<file path="config.mk">
export PLATFORM = sky130hd
export DESIGN_NAME = conv_skew_align
export DESIGN_NICKNAME = d
export VERILOG_FILES = /design/src/rtl/conv_pre_pkg.sv /design/src/rtl/skew_delay_line.sv /design/src/rtl/conv_skew_align.sv
export SDC_FILE = /design/constraint.sdc
export NUM_CORES = 1
export LEC_CHECK = 0
export ABC_CLOCK_PERIOD_IN_PS = 2200
export CAP_MARGIN = 10
export CORE_ASPECT_RATIO = 1.1
export CORE_MARGIN = 4
export CORE_UTILIZATION = 55
export DETAILED_ROUTE_END_ITERATION = 8
export PLACE_DENSITY_LB_ADDON = 0.08
export SYNTH_ARGS = -nofsm -noshare
export SYNTH_HDL_FRONTEND = slang
export SYNTH_SLANG_ARGS = --single-unit
</file>
<file path="constraint.sdc">
create_clock -name clk -period 2.2 [get_ports clk]
set_input_delay 0.22 -clock clk [delete_from_list [all_inputs] [get_ports clk]]
set_output_delay 0.22 -clock clk [all_outputs]
set_load 0.01 [all_outputs]
</file>
<file path="src/rtl/conv_pre_pkg.sv">
// rtl/conv_pre_pkg.sv - shared mode encodings and lane extension for the conv pre-process path
package conv_pre_pkg;

  typedef enum logic {
    SKEW   = 1'b0,
    DESKEW = 1'b1
  } mode_e;

  localparam int unsigned EXT_W  = 32;
  localparam int unsigned EXT_IW = 5;

  // Extend the low dw_in bits of data to EXT_W bits; callers truncate to their own lane width.
  function automatic logic [EXT_W-1:0] ext(input logic [EXT_W-1:0] data,
                                           input int unsigned      dw_in,
                                           input logic             sgn);
    logic [EXT_W-1:0] mask;
    logic             msb;
    mask = ~({EXT_W{1'b1}} << dw_in);
    msb  = sgn & data[EXT_IW'(dw_in - 1)];
    return (data & mask) | ({EXT_W{msb}} & ~mask);
  endfunction

endpackage

</file>
<file path="src/rtl/skew_delay_line.sv">
// rtl/skew_delay_line.sv - one lane delay line with runtime tap select and a travelling valid bit
module skew_delay_line #(
  parameter int DEPTH = 8,
  parameter int DW    = 9,
  parameter int TAPW  = 4
) (
  input  logic            clk,
  input  logic            rstn,
  input  logic            en,
  input  logic            flush,
  input  logic [TAPW-1:0] tap,
  input  logic            in_valid,
  input  logic [DW-1:0]   in_data,
  output logic            out_valid,
  output logic [DW-1:0]   out_data,
  output logic            any_valid
);

  logic [DEPTH:1] v_q;
  logic [DW-1:0]  d_q [1:DEPTH];

  // Shift register: stage 1 takes the lane input, every stage moves one step per enabled cycle.
  always_ff @(posedge clk or negedge rstn) begin
    if (!rstn) begin
      v_q <= '0;
      for (int i = 1; i <= DEPTH; i++) d_q[i] <= '0;
    end else if (flush) begin
      v_q <= '0;
      for (int i = 1; i <= DEPTH; i++) d_q[i] <= '0;
    end else if (en) begin
      v_q[1] <= in_valid;
      d_q[1] <= in_data;
      for (int i = 2; i <= DEPTH; i++) begin
        v_q[i] <= v_q[i-1];
        d_q[i] <= d_q[i-1];
      end
    end
  end

  // Tap mux: tap 0 bypasses the line, tap n picks stage n.
  always_comb begin
    out_valid = in_valid;
    out_data  = in_data;
    for (int i = 1; i <= DEPTH; i++) begin
      if (tap == TAPW'(i)) begin
        out_valid = v_q[i];
        out_data  = d_q[i];
      end
    end
  end

  assign any_valid = |v_q;

endmodule

</file>
<file path="src/rtl/conv_skew_align.sv">
// rtl/conv_skew_align.sv - per-lane staircase skew/deskew aligner with extension and config latch
module conv_skew_align #(
  parameter int CH_NUM = 9,
  parameter int DW_IN  = 8,
  parameter int DW_OUT = 9
) (
  input  logic                     clk,
  input  logic                     rstn,
  input  logic                     en,
  input  logic                     flush,
  input  logic                     in_valid,
  input  logic [CH_NUM*DW_IN-1:0]  in_data,
  input  logic                     cfg_deskew,
  input  logic                     cfg_signed,
  output logic [CH_NUM-1:0]        out_valid,
  output logic [CH_NUM*DW_OUT-1:0] out_data,
  output logic                     busy
);

  import conv_pre_pkg::*;

  localparam int TAPW = (CH_NUM > 2) ? $clog2(CH_NUM) : 1;

  mode_e             mode_q;
  logic              signed_q;
  mode_e             eff_mode;
  logic              eff_signed;
  logic [CH_NUM-1:0] busy_vec;

  // While anything is in flight the latched config steers the lanes, so mid-stream changes are ignored.
  assign eff_mode   = busy ? mode_q   : mode_e'(cfg_deskew);
  assign eff_signed = busy ? signed_q : cfg_signed;
  assign busy       = |busy_vec;

  // Config latch tracks the live inputs whenever the block is idle.
  always_ff @(posedge clk or negedge rstn) begin
    if (!rstn) begin
      mode_q   <= SKEW;
      signed_q <= 1'b1;
    end else if (!busy) begin
      mode_q   <= mode_e'(cfg_deskew);
      signed_q <= cfg_signed;
    end
  end

  for (genvar k = 0; k < CH_NUM; k++) begin : g_lane
    localparam logic [TAPW-1:0] TAP_SKEW   = TAPW'(k);
    localparam logic [TAPW-1:0] TAP_DESKEW = TAPW'(CH_NUM - 1 - k);

    logic [DW_OUT-1:0] ext_d;
    logic [TAPW-1:0]   tap;
    logic              dl_v;
    logic [DW_OUT-1:0] dl_d;
    logic              dl_any;
    logic              ov_q;
    logic [DW_OUT-1:0] od_q;

    // Extend at the lane input and zero bubble data so storage only ever holds beat contents.
    always_comb begin
      ext_d = '0;
      if (in_valid) begin
        ext_d = DW_OUT'(ext(EXT_W'(in_data[k*DW_IN +: DW_IN]), DW_IN, eff_signed));
      end
    end

    assign tap = (eff_mode == DESKEW) ? TAP_DESKEW : TAP_SKEW;

    skew_delay_line #(
      .DEPTH (CH_NUM - 1),
      .DW    (DW_OUT),
      .TAPW  (TAPW)
    ) u_dl (
      .clk       (clk),
      .rstn      (rstn),
      .en        (en),
      .flush     (flush),
      .tap       (tap),
      .in_valid  (in_valid),
      .in_data   (ext_d),
      .out_valid (dl_v),
      .out_data  (dl_d),
      .any_valid (dl_any)
    );

    // Output register: one extra stage on every lane, data forced to 0 when not valid.
    always_ff @(posedge clk or negedge rstn) begin
      if (!rstn) begin
        ov_q <= 1'b0;
        od_q <= '0;
      end else if (flush) begin
        ov_q <= 1'b0;
        od_q <= '0;
      end else if (en) begin
        ov_q <= dl_v;
        od_q <= dl_v ? dl_d : '0;
      end
    end

    assign out_valid[k]                   = ov_q;
    assign out_data[k*DW_OUT +: DW_OUT]   = od_q;
    assign busy_vec[k]                    = dl_any | ov_q;
  end

endmodule

</file>
==> Word level (Yosys, flattened, before mapping) <==
Index checks and enable logic that the tools add are counted.
W data, S select, Z words.
{ "word_totals": {"register_bits": 803, "inputBits": 79, "out_inout_bits": 91, "elab_cells": 430} }
{ "classes": {"eq_ne": 64, "mux": 228, "bitwise": 27, "reduce_logical": 11} }
{ "op_table": {"columns": ["cell", "count"], "rows": [
  ["$mux W72", 18],
  ["$mux W9", 100],
  ["$mux W8", 18],
  ["$mux W1", 84],
  ["$or A8 B9 Y9", 9],
  ["$eq A3 B3 Y1 const B", 24],
  ["$reduce_or A8 Y1", 9],
  ["$eq A3 B2 Y1 const B", 12],
  ["$eq A4 B3 Y1 const B", 8],
  ["$eq A3 B4 Y1 const B", 6],
  ["$eq A3 B1 Y1 const B", 6],
  ["$mux W3", 6],
  ["$eq A4 B2 Y1 const B", 4],
  ["$and A1 B1 Y1", 9],
  ["$or A1 B1 Y1", 9],
  ["$reduce_or A9 Y1", 1],
  ["$eq A4 B1 Y1 const B", 2],
  ["$eq A4 B4 Y1 const B", 2],
  ["$mux W4", 2],
  ["$reduce_bool A2 Y1", 1]
]} }

==> Longest topological paths before layout <==
{ "depth": {"depth_word": 18, "mapped_depth": 8} }

==> By module <==
Synthesis repeated with hierarchy kept, for this count alone.
{ "unflattened": {"hier_cells": 4274, "hier_area_um2": 42535.8} }
{ "by_module_without_submodules": {"columns": ["mod", "n_inst", "cells_each", "area_per_inst_um2", "seq_area_each_um2"], "rows": [
  ["skew_delay_line", 9, 437, 4277.9, 2001.9],
  ["conv_skew_align", 1, 341, 4035.1, 2303.5]
]} }

==> Worst setup path after synthesis <==
Ideal clock, no wire load.
{ "synth_path": {"kind": "reg-to-reg", "start": "reg g_lane[1].ov_q", "end": "reg g_lane[3].od_q[0]", "setup_ns": 0.079, "arrival_time_ns": 1.856, "t_required_ns": 2.121, "setup_slack_ns": 0.264, "path_stages_with_launch": 7, "cell_sequence": "dfrtp_1 > nor4_1 > nand4_2 > mux2i_4 > buf_6 > buf_6 > mux2i_1"} }
{ "synth_between": {"elab_chain_cells": 16, "elab_cells_between_ends": 31} }
{ "synth_rtl": {"columns": ["item", "line_no", "text"], "rows": [
  ["start: declaration", "conv_skew_align.sv:55", "logic ov_q;"],
  ["start signal: assignment", "conv_skew_align.sv:94", "ov_q <= dl_v;"],
  ["$or A1 B1 Y1 *", "conv_skew_align.sv:101", "assign busy_vec[k] = dl_any | ov_q;"],
  ["$reduce_or A9 Y1 *", "conv_skew_align.sv:33", "assign busy = |busy_vec;"],
  ["named net busy", "conv_skew_align.sv:17", "output logic busy"],
  ["$mux W1 *", null, null],
  ["$mux W3 *", "conv_skew_align.sv:66", "assign tap = (eff_mode == DESKEW) ? TAP_DESKEW : TAP_SKEW;"],
  ["$eq A3 B1 Y1", "skew_delay_line.sv:45", "if (tap == TAPW'(i)) begin"],
  ["$mux W9 or $mux W1 (tied branches) (8 in a row)", "skew_delay_line.sv:45", null],
  ["$mux W9 *", "conv_skew_align.sv:95", "od_q <= dl_v ? dl_d : '0;"],
  ["$mux W9 *", "conv_skew_align.sv:93", "end else if (en) begin"],
  ["$mux W9 *", "conv_skew_align.sv:90", "end else if (flush) begin"],
  ["end signal: assignment", "conv_skew_align.sv:95", null],
  ["end: declaration", "conv_skew_align.sv:56", "logic [DW_OUT-1:0] od_q;"]
]} }
Mark *: on every way through the listed nets, which the timed path passes. The rest lies on a longest branch. The select of a mux whose other input is x is not followed.
A chain may end at the register's enable or synchronous reset.

==> Final worst setup path <==
{ "layout_path": {"start": "reg g_lane[7].u_dl.v_q[5] in the netlist's numbering", "end": "out busy"} }
{ "layout_between": {"elab_chain_cells": 3} }
{ "layout_rtl": {"columns": ["item", "line_no", "text"], "rows": [
  ["start: declaration", "skew_delay_line.sv:19", "logic [DEPTH:1] v_q;"],
  ["start signal: indexed assignment", "skew_delay_line.sv:34", "v_q[i] <= v_q[i-1];"],
  ["$reduce_or A8 Y1", "skew_delay_line.sv:52", "assign any_valid = |v_q;"],
  ["$or A1 B1 Y1", "conv_skew_align.sv:101", null],
  ["$reduce_or A9 Y1", "conv_skew_align.sv:33", null],
  ["end: declaration", "conv_skew_align.sv:17", null]
]} }
No other way between the ends.

==> run metrics <==
Max Cap Violations=0; antenna-violating nets left=0; Power Density=785 nW/um^2; worst stage delay on the critical path=0.43 ns; Final Hold Fails=0; Worst-Skew Late Latency=0.62 ns; DR WL/cell=19.0 um; Highest Clock Rate=0.476 GHz; synth top area cells=dfrtp_1 (61%), mux2i_1 (21%), nor2_1 (6.5%), a22oi_1 (4.3%), a22o_1 (2.8%); status=finished clean; mapped cell area=24700 um^2; sequential power share=49.6%; Worst-path clk slew=0.06 ns; Worst Path Max Fanout=2; Tot Pwr=0.0229 W; synth-to-layout area growth=17.9%; Finished Layout Cells=2749; worst vdd ir=0.000668 V; Synth Instances=2002; FF+latch count, synth=603; clk root buf=clkbuf_16; ys flop type=dfrtp_1; CP Buf/Inv Count=2; Starting Density=55.6%; Avg Vias per Cell=5.69; pins over their slew limit=0; number of distinct library cells after synthesis=28; setup_tns=0 ns; crit path kind=flop to primary output; Die ar.=48400 um^2; syn_nets=2081; top cells by count, synth=dfrtp_1 (602), mux2i_1 (509), nor2_1 (431); Top delay family on crit path=simple AND/OR/NAND/NOR gates; GPL Wtd Cong=0.761; Net Sw Power=0.00530 W; Final nets=2204; initial DRC count=1283; Net Sw Frac=23.2%; H-tree depth=2; RSZ-0062 raised after global routing=no; Pint=0.0176 W; CTS tree=done; # IOs=170; clk_skew=0.0208 ns; Die Y=230 um; cell taking the most area after synthesis=dfrtp_1; Seq/Total Area, Yosys=61.0%; slowest stage cell, crit path=dfrtp_2; CP required=1.98 ns; vias after detailed routing=15600; final period utilization=95.4%; DIE WIDTH=210 um; initial antenna violation count=1; DR DRC count=0; CP Depth=4; Yosys top cell area share=60.9%; total gr overflow=0; crit path cell chain=nor4_4 > nand4_2 > buf_6 > buf_2; syn avg cell area=12.3 um^2; Setup-failing EPs final=0; Post-synth EDFFs=0; clock buffer depth=3; vias in the first global route=16200; post-layout min period=2.10 ns; Fin Hold WS=0.149 ns; Rows=81; drt pass-1 iters=6; port bufs=169; gr usage total=21.6%; dpl hpwl=31600 um; synth warn=0; Hold Path Class=input port to asynchronous set/reset pin; dpl cells=2639; CP startpoint kind=flop; Placeable Area=44500 um^2; first-pass GRT wire length=86000 um; final wirelength=52200 um; clock power share=42.4%; clock buffer count from CTS=60; Pleak=14.4 nW; count leader, synth=dfrtp_1; crit path DAT=1.88 ns; Gate power share=8.0%; Slew HR=54.6%; worst slew pin tran=0.680 ns; largest net degree at the start of global routing=150; layout cells sized above 1=7.43%; FFs w/ async S/R, synth=100%; clock sink count=603; Worst Setup End Kind=primary output; reg2reg path depth=6
flip-flops by register name, summed over array words and instances, names as in the netlist:
register         flops
g_lane.od_q         81
g_lane.u_dl.d_q    504
mode_q               1
g_lane.ov_q          8
g_lane.u_dl.v_q      8
signed_q             1
cells by family after synthesis:
group	count (synthesis)	synth area share [%]
flip-flops	603	61.0
AO/OA/AOI/OAI	249	7.85
AND/OR/NAND/NOR	467	7.39
buffers and inverters	171	2.93
multiplexers	512	20.8
cell type report:
class | count | area [um^2]
Multi-Input combinational cell | 1228 | 8950
Fill cell | 3395 | 15400
Timing Repair Buffer | 230 | 2500
Clock inverter | 10 | 85.1
Inverter | 2 | 7.51
Tap cell | 581 | 727
Sequential cell | 603 | 15100
Clock buffer | 94 | 1770
Antenna cell | 1 | 2.50
power by group through the flow:
stage                     Sequential (W)  Combinational [W]  Clock (W)
final                             0.0113            0.00184    0.00969
after global routing              0.0114            0.00198     0.0104
after CTS                         0.0113            0.00186    0.00997
after detailed placement          0.0115            0.00185          0
after global placement            0.0115            0.00183          0
after floorplan                   0.0115            0.00107          0
layout by cell type (no fill, tap or decap), types with 3 or more instances in the layout:
cell	instances
a21oi_1	17
a22o_1	79
a22oi_1	140
a32o_1	7
and2_1	9
buf_12	27
buf_4	32
buf_8	3
clkbuf_1	21
clkbuf_16	61
clkbuf_8	12
clkdlybuf4s50_1	165
clkinv_2	6
dfrtp_1	600
mux2i_1	509
nand2_1	9
nand2b_1	3
nand4_1	4
nor2_1	430
nor4_2	3
stage by stage:
| step | utilization, % | setup slack (ns) | area, um^2 |
|---|---|---|---|
| global placement | 61.2 | 0.147 | 27200 |
| floorplan | - | 0.264 | 24700 |
| global route | 65.5 | 0.0320 | 29100 |
| detailed placement | 61.2 | 0.0836 | 27200 |
| finish | 65.5 | 0.101 | 29100 |
| CTS | 65.5 | 0.0763 | 29100 |
final timing paths:
kind	from	slack, ns	end
worst min-delay path	rstn	0.15	g_lane[1].u_dl.d_q[16]
min in group clk	flush	0.19	g_lane[7].u_dl.d_q[44]
worst min register to register	g_lane[2].u_dl.d_q[70]	0.50	g_lane[2].u_dl.d_q[70]
max in group asynchronous	rstn	1.24	g_lane[7].od_q[6]
worst max register to register	g_lane[7].u_dl.v_q[5]	0.14	g_lane[2].u_dl.d_q[71]
worst max-delay path	g_lane[7].u_dl.v_q[5]	0.10	busy
layer usage:
layer  global-route usage [%]  routed length, um
met1                     31.7              24200
met2                     33.9              24500
met3                     3.90               2400
met4                     5.40               1100
met5                        0                  0
timing repair:
action	in CTS	in global routing
resized for setup	12	0
endpoints found under the setup margin	1	0
buffers inserted	4	0
hold buffers	1	0
endpoints found under the hold margin	273	0
Note: power is estimated with default switching activity, not from simulation.
